### src/rtl/uart_tx_frame.sv
// uart_tx_frame: parametrised UART transmitter with a one-entry holding
// register in front of the shift register. Frames carry 1 start bit,
// DATA_BITS data bits (LSB first), an optional parity bit and one or two
// stop bits. If the next word is already held, frames go out back-to-back.
module uart_tx_frame #(
  parameter int CLK_DIV   = 5208,  // sclk cycles per bit, 2..8191
  parameter int DATA_BITS = 8,     // payload width, 5..9
  parameter int PARITY    = 0,     // 0 none, 1 odd, 2 even
  parameter int STOP_BITS = 1      // 1 or 2
) (
  input  logic                 sclk,
  input  logic                 rst_n,
  input  logic                 pi_valid,
  input  logic [DATA_BITS-1:0] pi_data,
  output logic                 pi_ready,
  output logic                 tx,
  output logic                 busy,
  output logic                 done
);

  typedef enum logic [2:0] {
    S_IDLE,
    S_START,
    S_DATA,
    S_PAR,
    S_STOP
  } state_t;

  localparam logic [12:0] DIV_LAST  = 13'(CLK_DIV - 1);
  localparam logic [12:0] DIV_PRE   = 13'(CLK_DIV - 2);
  localparam logic [3:0]  DATA_LAST = 4'(DATA_BITS - 1);
  localparam logic [3:0]  STOP_LAST = 4'(STOP_BITS - 1);

  state_t                 r_state;
  logic [12:0]            r_cnt;
  logic [3:0]             r_bit_idx;
  logic [DATA_BITS-1:0]   r_shift;
  logic                   r_par;
  logic [DATA_BITS-1:0]   r_hold;
  logic                   r_hold_full;
  logic                   r_tx;
  logic                   r_busy;
  logic                   r_done;

  logic w_bit_tick;
  logic w_last_stop;
  logic w_load;
  logic w_accept;
  logic w_hold_par;

  assign w_bit_tick  = (r_cnt == DIV_LAST);
  assign w_last_stop = (r_state == S_STOP) && (r_bit_idx == STOP_LAST);
  // Hold moves into the shift register from IDLE, or at the very end of the
  // last stop bit so the next start bit follows with no idle cycle.
  assign w_load      = r_hold_full && ((r_state == S_IDLE) || (w_last_stop && w_bit_tick));
  // pi_ready is low while hold is full, so an accept never meets a load.
  assign w_accept    = pi_valid && !r_hold_full;
  // Parity is taken from the word as loaded, before any bits are shifted out.
  assign w_hold_par  = (PARITY == 2) ? (^r_hold) : (~^r_hold);

  assign pi_ready = ~r_hold_full;
  assign tx       = r_tx;
  assign busy     = r_busy;
  assign done     = r_done;

  // Holding register: capture on accept, release when the FSM takes the word.
  // NOTE: the data register is reset too, so a word held when reset hits is
  // discarded rather than lingering as stale contents.
  always_ff @(posedge sclk or negedge rst_n) begin
    if (!rst_n) begin
      r_hold      <= '0;
      r_hold_full <= 1'b0;
    end else if (w_accept) begin
      r_hold      <= pi_data;
      r_hold_full <= 1'b1;
    end else if (w_load) begin
      r_hold_full <= 1'b0;
    end
  end

  // Baud counter: free-runs 0..CLK_DIV-1 while a frame is active, parked in IDLE.
  always_ff @(posedge sclk or negedge rst_n) begin
    if (!rst_n) begin
      r_cnt <= '0;
    end else if ((r_state == S_IDLE) || w_bit_tick) begin
      r_cnt <= '0;
    end else begin
      r_cnt <= r_cnt + 13'd1;
    end
  end

  // Frame FSM with registered tx/busy/done; all bit changes happen on bit_tick.
  // NOTE: every register here uses <= so all of them see the pre-edge values
  // of each other, exactly like the flops they become.
  always_ff @(posedge sclk or negedge rst_n) begin
    if (!rst_n) begin
      r_state   <= S_IDLE;
      r_bit_idx <= '0;
      r_shift   <= '0;
      r_par     <= 1'b0;
      r_tx      <= 1'b1;
      r_busy    <= 1'b0;
      r_done    <= 1'b0;
    end else begin
      // done is set one cycle early so it is high in the final stop cycle.
      r_done <= w_last_stop && (r_cnt == DIV_PRE);
      case (r_state)
        S_IDLE: begin
          if (w_load) begin
            r_state <= S_START;
            r_shift <= r_hold;
            r_par   <= w_hold_par;
            r_tx    <= 1'b0;
            r_busy  <= 1'b1;
          end
        end
        S_START: begin
          if (w_bit_tick) begin
            r_state   <= S_DATA;
            r_tx      <= r_shift[0];
            r_shift   <= r_shift >> 1;
            r_bit_idx <= '0;
          end
        end
        S_DATA: begin
          if (w_bit_tick) begin
            if (r_bit_idx == DATA_LAST) begin
              r_bit_idx <= '0;
              if (PARITY != 0) begin
                r_state <= S_PAR;
                r_tx    <= r_par;
              end else begin
                r_state <= S_STOP;
                r_tx    <= 1'b1;
              end
            end else begin
              r_bit_idx <= r_bit_idx + 4'd1;
              r_tx      <= r_shift[0];
              r_shift   <= r_shift >> 1;
            end
          end
        end
        S_PAR: begin
          if (w_bit_tick) begin
            r_state   <= S_STOP;
            r_tx      <= 1'b1;
            r_bit_idx <= '0;
          end
        end
        S_STOP: begin
          if (w_bit_tick) begin
            if (r_bit_idx == STOP_LAST) begin
              r_bit_idx <= '0;
              if (w_load) begin
                r_state <= S_START;
                r_shift <= r_hold;
                r_par   <= w_hold_par;
                r_tx    <= 1'b0;
              end else begin
                r_state <= S_IDLE;
                r_busy  <= 1'b0;
              end
            end else begin
              r_bit_idx <= r_bit_idx + 4'd1;
            end
          end
        end
        default: begin
          r_state <= S_IDLE;
          r_tx    <= 1'b1;
          r_busy  <= 1'b0;
        end
      endcase
    end
  end

endmodule

### config.mk
export PLATFORM = sky130hd
export DESIGN_NAME = uart_tx_frame
export DESIGN_NICKNAME = d
export VERILOG_FILES = /design/src/rtl/uart_tx_frame.sv
export SDC_FILE = /design/constraint.sdc
export NUM_CORES = 1
export LEC_CHECK = 0
export CORE_MARGIN = 4
export CORE_UTILIZATION = 52
export DETAILED_ROUTE_END_ITERATION = 10
export PLACE_DENSITY = 0.83
export SYNTH_ARGS = -nofsm -noshare
export SYNTH_HDL_FRONTEND = slang
export SYNTH_SLANG_ARGS = --single-unit
### constraint.sdc
create_clock -name sclk -period 1.81 [get_ports sclk]
set_input_delay 0.362 -clock sclk [delete_from_list [all_inputs] [get_ports sclk]]
set_output_delay 0.362 -clock sclk [all_outputs]
set_load 0.01 [all_outputs]
==> results.json <==
{
  "wl_um": 4930,
  "crit_start": "r_bit_idx[0]",
  "power.density_nw_per_um2": 1060,
  "yosys_warnings": 0,
  "final_util_pct": 72.4,
  "gp_congestion": 0.823,
  "vias": 1682,
  "grtUsageTotal_pct": 20.4,
  "critPathBufInv": 2,
  "cp-start-kind": "register",
  "power_leakage_nw": 1.20,
  "path_cells": "inv_2 > ha_4 > or3b_4 > o32a_1 > a22oi_4 > buf_12 > mux2_4",
  "outcome": "finished with violations",
  "arrival_ns": 2.18,
  "ys_seq_area_share_pct": 48.2,
  "final_cell_area_um2": 2730,
  "grt_pass1_vias": 1715,
  "clock_path_buffers": 2,
  "port_buffers": 14,
  "yosysMostFrequentCell": "dfrtp_1",
  "grt_max_degree": 41,
  "final_nets": 261,
  "hold_viol": 0,
  "yosys.area.top_type": "dfrtp_1",
  "core_um2": 3770,
  "dieWidth_um": 71.2,
  "cts_tree": "built",
  "max_freq_ghz": 0.500,
  "cts_buffers": 5,
  "first_pass_iters": 4,
  "worstSetupPathType": "register to register",
  "htreeDepth": 2,
  "reg2reg_slack_ns": -0.19,
  "endpoint_kind": "register",
  "n_antenna_cell": 0,
  "synth_area_um2": 2080,
  "cpPeakStageDelay_ns": 0.40,
  "path_clk_slew_ns": 0.08,
  "synth-main-ff-cell": "dfrtp_1",
  "synth_edf_count": 0,
  "synth_common_cells": "39 x dfrtp_1, 22 x mux2_2, 16 x nor2_1",
  "peakVddDrop_mv": 0.929,
  "dpl-instance-area_um2": 2450,
  "layout_min_cycle_time_ns": 2.00,
  "pin_count": 15,
  "grt_overflow": 0,
  "finClkSkew_ns": 0.00740,
  "max_slew_margin_pct": 66.9,
  "drtAntennaViolNets": 0,
  "clkLatencyLatePin_ns": 0.30,
  "drive_gt1_share_pct": 34.8,
  "drv_slew": 0,
  "violations": "setup timing",
  "syn_nets": 210,
  "async_flop_share_pct": 100,
  "cap_viol_max_count": 0,
  "synth_area_leaders": "dfrtp_1 47%, mux2_2 12%, xnor2_1 3.8%",
  "cts_root_buf": "clkbuf_8",
  "area_growth_pct": 31.4,
  "clock_sinks": 40,
  "synth_area_per_cell_um2": 10.7,
  "rsz0062_at_grt": "true",
  "dp_hpwl_um": 2930,
  "post_drt_via_cell_ratio": 5.70,
  "placementRows": 22,
  "antenna_found_initial": 0,
  "worst_pin_slew_ns": 0.496,
  "worstPathRequired_ns": 1.99,
  "drc_errors": 0,
  "cpLargestDelayFamily": "flip-flops",
  "drtIter0Drc": 185,
  "finalSetupViolCount": 8,
  "die_h_um": 71.2,
  "netlist-cell-type-count": 42,
  "holdBufCountCts": 0,
  "wire_per_inst_um": 16.7,
  "period_share_pct": 111,
  "die_area_um2": 5070,
  "synthCells": 195,
  "crit_fanout": 8,
  "synth_top_area_share_pct": 47.0,
  "grt_pass1_wl_um": 8050,
  "r2r_start": "r_bit_idx[0]",
  "hold_path_class": "input pin to asynchronous set/reset pin",
  "start_util_pct": 55.1,
  "slowest_stage": "dfrtp_1",
  "place_ws_ns": -0.162,
  "ys_seq_elements": 40,
  "setup_ws_ns": -0.190
}
flip-flops by register name (all words and copies together) (netlist names):
signal and cells:
r_state 3, done 1, r_bit_idx 4, r_shift 8, busy 1, r_hold 8
tx 1, r_cnt 13, r_hold_full 1
per-layer routing:
| metal | GRT usage [%] | wire, um |
|---|---|---|
| met1 | 24.3 | 2000 |
| met3 | 6.17 | 289 |
| met5 | 0 | 0 |
| met2 | 33.7 | 2570 |
| met4 | 9.39 | 79 |
cell usage in the layout (no fill, tap or decap), drive strengths merged, types with 2 or more instances in the layout:
cell and count:
xnor2 9, clkbuf 7, buf 38, nor3 4, nand3 6, or3 4, nor4 2, and3 3
or3b 2, dfrtp 39, and4bb 3, mux2 24, inv 8, nor2 16, nand2 13, a31oi 2
nand2b 4, o21ai 10, nand3b 2, a21oi 7, nor2b 7, ha 4, nand4 3, clkdlybuf4s50 12
path summary, 6_finish.rpt:
kind | end | cells past startpoint
worst max-delay path | r_shift[5] | 7
worst min-delay path | r_cnt[5] | 2
worst max register to register | r_shift[5] | 7
worst min register to register | r_hold[2] | 1
max in group asynchronous | tx | 2
min in group sclk | r_hold[2] | 1
area by class of cell:
class	count	area [um2]
Sequential cell	40	1000
Tap cell	48	60.1
Fill cell	241	1040
Clock inverter	1	30.0
Timing Repair Buffer	51	432
Clock buffer	7	96.3
Multi-Input combinational cell	140	1080
Inverter	8	30.0
power breakdown:
part | internal (mW) | switching [mW]
registers | 1.13 | 0.142
clock network | 0.486 | 0.320
logic | 0.491 | 0.333
total | 2.10 | 0.795
metrics by stage:
step                setup TNS (ns)  power (mW)  hold WS (ns)  std cells
floorplan                   -0.675        1.73        0.0664        195
global placement            -0.853        1.96         0.447        277
detailed placement           -1.22        2.02         0.445        277
CTS                          -1.26        2.84         0.119        296
global route                 -1.87        3.06         0.137        295
finish                       -1.45        2.90         0.107        295
logic make-up after synthesis:
kind of cell / share of synthesized area (%)
AOI/OAI and AO/OA: 9.57
xor gates and xnor gates: 4.21
adders and majority gates: 2.41
buffers and inverters: 3.01
DFF: 48.2
muxes: 13.5
and+or+nand+nor: 19.1
worst register-to-register path: cells and delay by family (launching register included):
family                     cells  cell delay, ns
muxes                          1            0.31
adders and majority gates      1            0.16
AOI/OAI and AO/OA              2            0.37
DFF                            1            0.40
and+or+nand+nor                1            0.37
buffers and inverters          2            0.27
repair_timing:
item | in CTS | in global routing
hold endpoints to repair | 0 | 0
pin swaps | 1 | 3
resized for setup | 1 | 19
buffers inserted | 11 | 2
endpoints found under the setup margin | 8 | 14
Note: power is estimated with default switching activity, not from simulation.
